--- config.mk ---
export PLATFORM = sky130hd
export DESIGN_NAME = instr_encoder
export DESIGN_NICKNAME = d
export VERILOG_FILES = /design/src/rtl/riscv_pkg.sv /design/src/rtl/instr_pack.sv /design/src/rtl/instr_encoder.sv
export SDC_FILE = /design/constraint.sdc
export NUM_CORES = 1
export LEC_CHECK = 0
export CAP_MARGIN = 20
export CORE_UTILIZATION = 30
export CTS_CLUSTER_DIAMETER = 40
export DETAILED_ROUTE_END_ITERATION = 10
export GPL_ROUTABILITY_DRIVEN = 0
export PLACE_DENSITY_LB_ADDON = 0.12
export REMOVE_ABC_BUFFERS = 1
export SYNTH_ARGS = -nofsm -noshare
export SYNTH_HDL_FRONTEND = slang
export SYNTH_HIERARCHICAL = 1
export SYNTH_SLANG_ARGS = --single-unit
--- constraint.sdc ---
create_clock -name clk -period 4.23 [get_ports clk]
set_input_delay 1.0575 -clock clk [delete_from_list [all_inputs] [get_ports clk]]
set_output_delay 1.0575 -clock clk [all_outputs]
set_load 0.005 [all_outputs]
--- src/rtl/riscv_pkg.sv ---
// riscv_pkg: RV32I op list, format kinds, opcodes and per-op encoding fields.
package riscv_pkg;
  typedef enum logic [5:0] {
    OP_ADD, OP_SUB, OP_SLL, OP_SLT, OP_SLTU, OP_XOR, OP_SRL, OP_SRA, OP_OR, OP_AND,
    OP_ADDI, OP_SLTI, OP_SLTIU, OP_XORI, OP_ORI, OP_ANDI, OP_SLLI, OP_SRLI, OP_SRAI,
    OP_LB, OP_LH, OP_LW, OP_LBU, OP_LHU, OP_SB, OP_SH, OP_SW,
    OP_BEQ, OP_BNE, OP_BLT, OP_BGE, OP_BLTU, OP_BGEU,
    OP_JAL, OP_JALR, OP_LUI, OP_AUIPC
  } op_e;
  localparam logic [5:0] OP_COUNT = 6'd37;
  // FMT_SH is I-type with a 5-bit shamt and funct7 in the upper immediate bits
  typedef enum logic [2:0] {FMT_R, FMT_I, FMT_SH, FMT_S, FMT_B, FMT_U, FMT_J} fmt_e;
  localparam logic [6:0] OPC_OP     = 7'h33;
  localparam logic [6:0] OPC_OP_IMM = 7'h13;
  localparam logic [6:0] OPC_LOAD   = 7'h03;
  localparam logic [6:0] OPC_STORE  = 7'h23;
  localparam logic [6:0] OPC_BRANCH = 7'h63;
  localparam logic [6:0] OPC_JAL    = 7'h6F;
  localparam logic [6:0] OPC_JALR   = 7'h67;
  localparam logic [6:0] OPC_LUI    = 7'h37;
  localparam logic [6:0] OPC_AUIPC  = 7'h17;
  localparam logic [31:0] NOP = 32'h0000_0013;
  typedef struct packed {
    fmt_e       fmt;
    logic [6:0] opc;
    logic [2:0] f3;
    logic       f7b5;
  } op_info_t;
  function automatic op_info_t op_info(input op_e op);
    op_info = '{FMT_R, OPC_OP, 3'd0, 1'b0};
    case (op)
      OP_ADD:   op_info = '{FMT_R, OPC_OP, 3'd0, 1'b0};
      OP_SUB:   op_info = '{FMT_R, OPC_OP, 3'd0, 1'b1};
      OP_SLL:   op_info = '{FMT_R, OPC_OP, 3'd1, 1'b0};
      OP_SLT:   op_info = '{FMT_R, OPC_OP, 3'd2, 1'b0};
      OP_SLTU:  op_info = '{FMT_R, OPC_OP, 3'd3, 1'b0};
      OP_XOR:   op_info = '{FMT_R, OPC_OP, 3'd4, 1'b0};
      OP_SRL:   op_info = '{FMT_R, OPC_OP, 3'd5, 1'b0};
      OP_SRA:   op_info = '{FMT_R, OPC_OP, 3'd5, 1'b1};
      OP_OR:    op_info = '{FMT_R, OPC_OP, 3'd6, 1'b0};
      OP_AND:   op_info = '{FMT_R, OPC_OP, 3'd7, 1'b0};
      OP_ADDI:  op_info = '{FMT_I, OPC_OP_IMM, 3'd0, 1'b0};
      OP_SLTI:  op_info = '{FMT_I, OPC_OP_IMM, 3'd2, 1'b0};
      OP_SLTIU: op_info = '{FMT_I, OPC_OP_IMM, 3'd3, 1'b0};
      OP_XORI:  op_info = '{FMT_I, OPC_OP_IMM, 3'd4, 1'b0};
      OP_ORI:   op_info = '{FMT_I, OPC_OP_IMM, 3'd6, 1'b0};
      OP_ANDI:  op_info = '{FMT_I, OPC_OP_IMM, 3'd7, 1'b0};
      OP_SLLI:  op_info = '{FMT_SH, OPC_OP_IMM, 3'd1, 1'b0};
      OP_SRLI:  op_info = '{FMT_SH, OPC_OP_IMM, 3'd5, 1'b0};
      OP_SRAI:  op_info = '{FMT_SH, OPC_OP_IMM, 3'd5, 1'b1};
      OP_LB:    op_info = '{FMT_I, OPC_LOAD, 3'd0, 1'b0};
      OP_LH:    op_info = '{FMT_I, OPC_LOAD, 3'd1, 1'b0};
      OP_LW:    op_info = '{FMT_I, OPC_LOAD, 3'd2, 1'b0};
      OP_LBU:   op_info = '{FMT_I, OPC_LOAD, 3'd4, 1'b0};
      OP_LHU:   op_info = '{FMT_I, OPC_LOAD, 3'd5, 1'b0};
      OP_SB:    op_info = '{FMT_S, OPC_STORE, 3'd0, 1'b0};
      OP_SH:    op_info = '{FMT_S, OPC_STORE, 3'd1, 1'b0};
      OP_SW:    op_info = '{FMT_S, OPC_STORE, 3'd2, 1'b0};
      OP_BEQ:   op_info = '{FMT_B, OPC_BRANCH, 3'd0, 1'b0};
      OP_BNE:   op_info = '{FMT_B, OPC_BRANCH, 3'd1, 1'b0};
      OP_BLT:   op_info = '{FMT_B, OPC_BRANCH, 3'd4, 1'b0};
      OP_BGE:   op_info = '{FMT_B, OPC_BRANCH, 3'd5, 1'b0};
      OP_BLTU:  op_info = '{FMT_B, OPC_BRANCH, 3'd6, 1'b0};
      OP_BGEU:  op_info = '{FMT_B, OPC_BRANCH, 3'd7, 1'b0};
      OP_JAL:   op_info = '{FMT_J, OPC_JAL, 3'd0, 1'b0};
      OP_JALR:  op_info = '{FMT_I, OPC_JALR, 3'd0, 1'b0};
      OP_LUI:   op_info = '{FMT_U, OPC_LUI, 3'd0, 1'b0};
      OP_AUIPC: op_info = '{FMT_U, OPC_AUIPC, 3'd0, 1'b0};
      default:  op_info = '{FMT_R, OPC_OP, 3'd0, 1'b0};
    endcase
  endfunction
endpackage

--- src/rtl/instr_pack.sv ---
// instr_pack: combinational RV32I encoder with per-format immediate legality.
module instr_pack
  import riscv_pkg::*;
(
  input  logic [5:0]  op,
  input  logic [4:0]  rd,
  input  logic [4:0]  rs1,
  input  logic [4:0]  rs2,
  input  logic [31:0] imm,
  output logic [31:0] instr,
  output logic        err
);
  op_info_t    info;
  logic [31:0] word;
  logic        imm_ok;
  logic        s12;
  logic        s13;
  logic        s21;
  always_comb begin
    info = op_info(op_e'(op));
    s12 = &imm[31:11] | ~|imm[31:11];
    s13 = (&imm[31:12] | ~|imm[31:12]) & ~imm[0];
    s21 = (&imm[31:20] | ~|imm[31:20]) & ~imm[0];
    word = '0;
    imm_ok = 1'b1;
    case (info.fmt)
      FMT_R: word = {1'b0, info.f7b5, 5'd0, rs2, rs1, info.f3, rd, info.opc};
      FMT_I: begin
        word = {imm[11:0], rs1, info.f3, rd, info.opc};
        imm_ok = s12;
      end
      FMT_SH: begin
        word = {1'b0, info.f7b5, 5'd0, imm[4:0], rs1, info.f3, rd, info.opc};
        imm_ok = ~|imm[31:5];
      end
      FMT_S: begin
        word = {imm[11:5], rs2, rs1, info.f3, imm[4:0], info.opc};
        imm_ok = s12;
      end
      FMT_B: begin
        word = {imm[12], imm[10:5], rs2, rs1, info.f3, imm[4:1], imm[11], info.opc};
        imm_ok = s13;
      end
      FMT_U: begin
        word = {imm[31:12], rd, info.opc};
        imm_ok = ~|imm[11:0];
      end
      FMT_J: begin
        word = {imm[20], imm[10:1], imm[11], imm[19:12], rd, info.opc};
        imm_ok = s21;
      end
      default: word = '0;
    endcase
    err = (op >= OP_COUNT) || !imm_ok;
    instr = err ? NOP : word;
  end
endmodule

--- src/rtl/instr_encoder.sv ---
// instr_encoder: one-entry registered encode stage with byte-address counter and accept count.
module instr_encoder
  import riscv_pkg::*;
(
  input  logic        clk,
  input  logic        reset,
  input  logic        in_valid,
  output logic        in_ready,
  input  logic [5:0]  in_op,
  input  logic [4:0]  in_rd,
  input  logic [4:0]  in_rs1,
  input  logic [4:0]  in_rs2,
  input  logic [31:0] in_imm,
  input  logic        addr_clr,
  output logic        out_valid,
  input  logic        out_ready,
  output logic [31:0] out_instr,
  output logic [31:0] out_addr,
  output logic        out_err,
  output logic [15:0] instr_count
);
  logic        accept;
  logic [31:0] pack_instr;
  logic        pack_err;
  logic        out_valid_d, out_valid_q;
  logic [31:0] out_instr_d, out_instr_q;
  logic [31:0] out_addr_d, out_addr_q;
  logic        out_err_d, out_err_q;
  logic [31:0] addr_d, addr_q;
  logic [15:0] count_d, count_q;
  instr_pack u_pack (
    .op    (in_op),
    .rd    (in_rd),
    .rs1   (in_rs1),
    .rs2   (in_rs2),
    .imm   (in_imm),
    .instr (pack_instr),
    .err   (pack_err)
  );
  assign in_ready = !out_valid_q || out_ready;
  assign accept = in_valid && in_ready;
  // addr_clr with an accept hands address 0 to that request, so the counter lands on 4
  always_comb begin
    out_valid_d = accept || (out_valid_q && !out_ready);
    out_instr_d = accept ? pack_instr : out_instr_q;
    out_err_d = accept ? pack_err : out_err_q;
    out_addr_d = accept ? (addr_clr ? 32'd0 : addr_q) : out_addr_q;
    addr_d = accept ? out_addr_d + 32'd4 : (addr_clr ? 32'd0 : addr_q);
    count_d = (accept && count_q != 16'hFFFF) ? count_q + 16'd1 : count_q;
  end
  always_ff @(posedge clk) begin
    if (reset) begin
      out_valid_q <= 1'b0;
      out_instr_q <= '0;
      out_addr_q <= '0;
      out_err_q <= 1'b0;
      addr_q <= '0;
      count_q <= '0;
    end else begin
      out_valid_q <= out_valid_d;
      out_instr_q <= out_instr_d;
      out_addr_q <= out_addr_d;
      out_err_q <= out_err_d;
      addr_q <= addr_d;
      count_q <= count_d;
    end
  end
  assign out_valid = out_valid_q;
  assign out_instr = out_instr_q;
  assign out_addr = out_addr_q;
  assign out_err = out_err_q;
  assign instr_count = count_q;
endmodule

# Word level (Yosys, flattened, before mapping)
# Memory sizes are Yosys's and may differ from the RTL's.
# Cells that the tools add are included.
# totals
regBits	114
latchBits	0
mem_bits_rw	0
mem_bits_ro	768
input_bits	58
out_inout_bits	83
wordCells	53
mem_count	1
# classes
n_addsub	2
multipliers	0
n_div	0
n_lt_le_gt_ge	1
n_eq_ne	7
shifts	0
n_mux	6
n_bitwise	6
reduce_logical	24
# mem_list
name	depth	word_bits	read_ports	rd_ports_with_merged_regs	write_ports	line	rtl
(no name shown)	64	12	1	0	0	riscv_pkg.sv:31	case (op)
# ops
op	n
32-bit one-hot mux with 7 select lines	1
32-bit two-way mux	4
32-bit by 3-bit adder with 32-bit output, second input constant	1
27-bit OR reduction	1
12-bit OR reduction	2
21-bit AND reduction	1
21-bit OR reduction	1
20-bit AND reduction	1
20-bit OR reduction	1
16-bit by 1-bit adder with 16-bit output, second input constant	1
16-bit inequality test, second input constant	1
12-bit AND reduction	1
3-bit == test, second input constant	3
1-bit logical NOT	8
3-bit by 2-bit == test with 1-bit output, second input constant	2
6-bit greater-or-equal comparator, second input constant	1
1-bit one-hot mux with 5 select lines	1
3-bit by 1-bit == test with 1-bit output, second input constant	1
1-bit logical AND	3
3-bit logical NOT	1
1-bit logical OR	3
1-bit bitwise OR	3
1-bit AND	2
2-bit OR reduction	1
1-bit inverter	1

# Depth between registers and ports, before layout
# logic_depth
word_depth	8
mapped_depth	15
depth_no_buf	11

# Hierarchy
# Netlist, hierarchy kept.
# by_module_without_submodules
mod	n_inst	cells_per_inst	area_each_um2	seq_area_each_um2
instr_encoder	1	641	5122.4	2282.2
instr_pack	1	200	1345.0	0.0

# Worst setup path before layout
# OpenSTA, ideal clock, no wires.
# synth_timing
path_kind	input port to flip-flop
from	input port out_ready
to	register addr_q[28]
setup_time_ns	0.123
t_arrival_ns	4.407
required_ns	4.107
setup_slack_ns	-0.301
stages	15
n_path_buf	4
cell_sequence	nor2b_1 -> buf_6 -> inv_1 -> clkbuf_1 -> buf_1 -> nand2_1 -> clkbuf_1 -> nand2_1 -> nand2_1 -> ha_1 -> nand2_1 -> or4_4 -> or3_4 -> or4b_1 -> mux2_1
# synth_between
elab_chain_len	5
# synth_lines
element	line	rtl
start: declaration	instr_encoder.sv:16	input logic out_ready,
1-bit logical OR	instr_encoder.sv:40	assign in_ready = !out_valid_q || out_ready;
net in_ready	instr_encoder.sv:8	output logic in_ready,
1-bit logical AND	instr_encoder.sv:41	assign accept = in_valid && in_ready;
32-bit two-way mux	instr_encoder.sv:47	out_addr_d = accept ? (addr_clr ? 32'd0 : addr_q) : out_addr_q;
net out_addr_d[3]	instr_encoder.sv:27	logic [31:0] out_addr_d, out_addr_q;
32-bit by 3-bit adder with 32-bit output	instr_encoder.sv:48	addr_d = accept ? out_addr_d + 32'd4 : (addr_clr ? 32'd0 : addr_q);
32-bit two-way mux	instr_encoder.sv:48	
end signal: assignment	instr_encoder.sv:64	addr_q <= addr_d;
end: declaration	instr_encoder.sv:29	logic [31:0] addr_d, addr_q;
# The timed path passes the listed nets, and every way through them passes these cells.
# A chain may end at the register's enable or synchronous reset.

# Worst setup path in the final report
# layout_timing
from	input port out_ready
to	register addr_q[28]
# layout_between
elab_chain_len	5
# layout_lines
element	line
1-bit logical OR	instr_encoder.sv:40
1-bit logical AND	instr_encoder.sv:41
32-bit two-way mux	instr_encoder.sv:47
net out_addr_d[2]	instr_encoder.sv:27
32-bit by 3-bit adder with 32-bit output	instr_encoder.sv:48
32-bit two-way mux	instr_encoder.sv:48
# The timed path passes the listed nets, and every way through them passes these cells.

==> impl_results.md <==
- Clock Path Buffers: 2
- DR iter-0 viols: 442
- FF-to-FF End: addr_q[28]
- Crit path max fanout: 6
- CP cell instances: clkdlybuf4s50_1, nor2b_1, inv_1, nand2_2, o21ai_0, ha_1, nand2_1, or4_4, or3_4, or4b_1, mux2_1
- PwrDens: 326 mW/mm^2
- Worst hold-check path type: reg2reg
- Crit start category: primary input
- Initial Util: 30.7%
- Layout cells sized above 1: 10.1%
- Slew margin rel.: 35.8%
- Hold_ws: 448 ps
- Post-route ant nets: 0
- Logic gate share of total power: 12.6%
- CP max stage delay: 540 ps
- Final period util: 87.7%
- Core area: 0.0211 mm^2
- Setup TNS: 0 ps
- Slowest-stage cell, CP: or4b_1
- Outcome: finished, final reports clean
- Hold Vio Cnt, Final: 0
- Setup-failing EPs final: 0
- Cell variety after synth: 81
- Final Util: 42.6%
- Switching Fraction: 24.6%
- Worst endpoint required time: 4520 ps
- Seq/Total Area, Yosys: 35.3%
- Sink Count: 114
- Insertion delay to the later sink of the worst-skew pair: 410 ps
- Final clock skew: 13.5 ps
- Clock Power Share: 49.7%
- Ant diodes: 0
- Cell Count, Final, Fillers Out: 1283
- Most instantiated library cell after synthesis: nand2_1
- Worst-path clk slew: 50 ps
- Tightest Pin Transition: 963 ps
- Max-Cap Viols: 0
- Worst Reg-to-Reg Cells: 10
- PortBufs: 140
- Chip height: 149 um
- GRT Resource Usage Total: 19.8%
- Async SR Flop Fraction: 0%
- Final Net Count: 1062
- Arrival time at the worst endpoint: 4000 ps
- Number of vias per cell: 5.29
- Post-CTS setup buffer count: 0
- F_max: 270 MHz
- Routed WL per cell: 16.8 um
- Layout area overhead: 38.8%
- Placed insts: 1251
- Via Count: 6783
- IO Count: 141
- TritonCTS clock tree: done
- Register-to-register setup slack: 1230 ps
- Tmin final: 3710 ps
- Psw: 720 uW
- Mapped Area: 0.00647 mm^2
- Hold path depth: 2
- Overflow after GRT: 0
- Leakage: 0.00307 uW
- Die W: 149 um
- Mapped Cells: 841
- VDD IR-drop max: 231 uV
- Dominant cells by area after synthesis: dfxtp_1 35%, nand2_1 8.4%, a21oi_1 7.6%, nor2_1 4.7%, nor2b_1 2.2%
- Root buffer cell: clkbuf_16
- Fill count: 2199
- H-tree depth: 4
- First-pass GRT wire length: 34.7 mm
- Post-DP HPWL: 15.5 mm
- Post-CTS Resized: 0
- Die ar.: 0.0221 mm^2
- Area of the multi-input gates: 0.00395 mm^2
- WHS Endpoint: out_addr[30]
- Share of the synthesized area in the top cell type: 35.3%
- Per-instance average area after synthesis: 7.69 um^2
- #FFs+latches synth: 114
- Cell family with most CP delay: simple AND/OR/NAND/NOR gates
- DRT Pass-1 Iters: 5
- Vias in the first global route: 6452
- Total CTS buffers: 17
- Internal power: 2210 uW
- Synthesis Warnings: 6
- Biggest area consumer among synthesized cells: dfxtp_1
- Register cell area after layout: 0.00228 mm^2
- EDFF count, synth: 0
- Row Count: 53
- Critical path buffers and inverters: 2
- Hold buffer count at cts: 0
- CP Class: in2reg
- Final wirelength: 21.6 mm
- Post-synth top cells: 144 x nand2_1, 114 x dfxtp_1, 98 x a21oi_1, 81 x nor2_1, 37 x clkbuf_1
- Worst hold start: out_addr[30]
- Largest net degree at the start of global routing: 68
- DRC: 0
- Power share of the sequential group: 37.7%
- Worst setup EP type: flip-flop
- Dominant synthesized flop cell: dfxtp_1
- RSZ-0062 raised after global routing: no
- Max-slew violation count: 0
- Launch point of the worst reg-to-reg path: out_valid
- Initial antenna violation count: 0
[cell type report]
| class | instances | share of cell area, % |
|---|---|---|
| flip-flops and latches | 114 | 25.4 |
| repair buffers | 185 | 19.6 |
| clock buffers | 22 | 5.17 |
| clock inverters | 10 | 1.48 |
| multi-input cells | 666 | 44.0 |
| inverters | 11 | 0.460 |
| well taps | 275 | 3.83 |
[power groups by stage]
stage	Sequential [uW]	Combinational [uW]	Clock, uW
final	1100	369	1460
after global routing	1110	403	1540
after detailed placement	1130	366	0
after floorplan	1130	151	0
after CTS	1100	369	1490
after global placement	1130	369	0
[metrics by stage]
step / power [uW] / setup WS [ps] / cell area, um^2
finish: 2930 / 522 / 8970
global route: 3050 / 333 / 8970
CTS: 2960 / 522 / 8970
detailed placement: 1490 / 99.9 / 8380
global placement: 1500 / 202 / 8380
floorplan: 1280 / -1540 / 6250
[how the worst max path moves through the flow]
stage              start            end  slack, ps  cells after the start
5_1_grt         in_op[0]  out_instr[23]        330                     11
4_1_cts        out_ready     addr_q[28]        520                     11
2_1_floorplan  out_ready     addr_q[28]      -1540                     11
3_3_place_gp    in_valid     addr_q[28]        200                     12
3_5_place_dp   out_ready     addr_q[28]        100                     11
6_report       out_ready     addr_q[28]        520                     11
[cells by family (layout without fill, tap and decap cells)]
family / Yosys count / after routing / synth area share [%]
buffers and inverters: 61 / 228 / 3.95
AO/OA/AOI/OAI: 217 / 217 / 22.4
AND/OR/NAND/NOR: 405 / 405 / 31.6
flip-flops: 114 / 114 / 35.3
XOR/XNOR: 24 / 24 / 3.25
adder cells (fa/ha/maj): 9 / 9 / 1.74
multiplexers: 11 / 11 / 1.80
[layout by cell type, fill, tap and decap left out, types with 13 or more instances in the layout]
master and instances:
o21ai_0 17, a21oi_1 98, xnor2_1 13, clkdlybuf4s50_1 139
a22oi_1 16, nor3_1 18, nor2b_1 23, nand2_1 143
clkbuf_16 17, nand4_1 20, nor2_1 80, nand2b_1 15
nor4_1 13, nand3_1 19, buf_4 44, dfxtp_1 114
[flip-flops by register name, summed over array words and instances (netlist names), named ones only]
register,cells
out_valid,1
out_addr,30
addr_q,32
out_instr,32
instr_count,16
out_err,1
[per-layer routing]
layer | global-route usage (%) | vias up | share of wire [%]
met1 | 29.0 | 3215 | 51
met5 | 0 | - | 0
met2 | 29.4 | 194 | 43
li1 | - | 3366 | -
met4 | 4.80 | 0 | 0.68
met3 | 3.94 | 8 | 5.0
[worst min-delay path, cell delays in order, from the launching register on]
cell	delay, ps
dfxtp_1	300
nand2_1	50
a21oi_1	50
No activity file was read; power rests on OpenSTA's default activity.
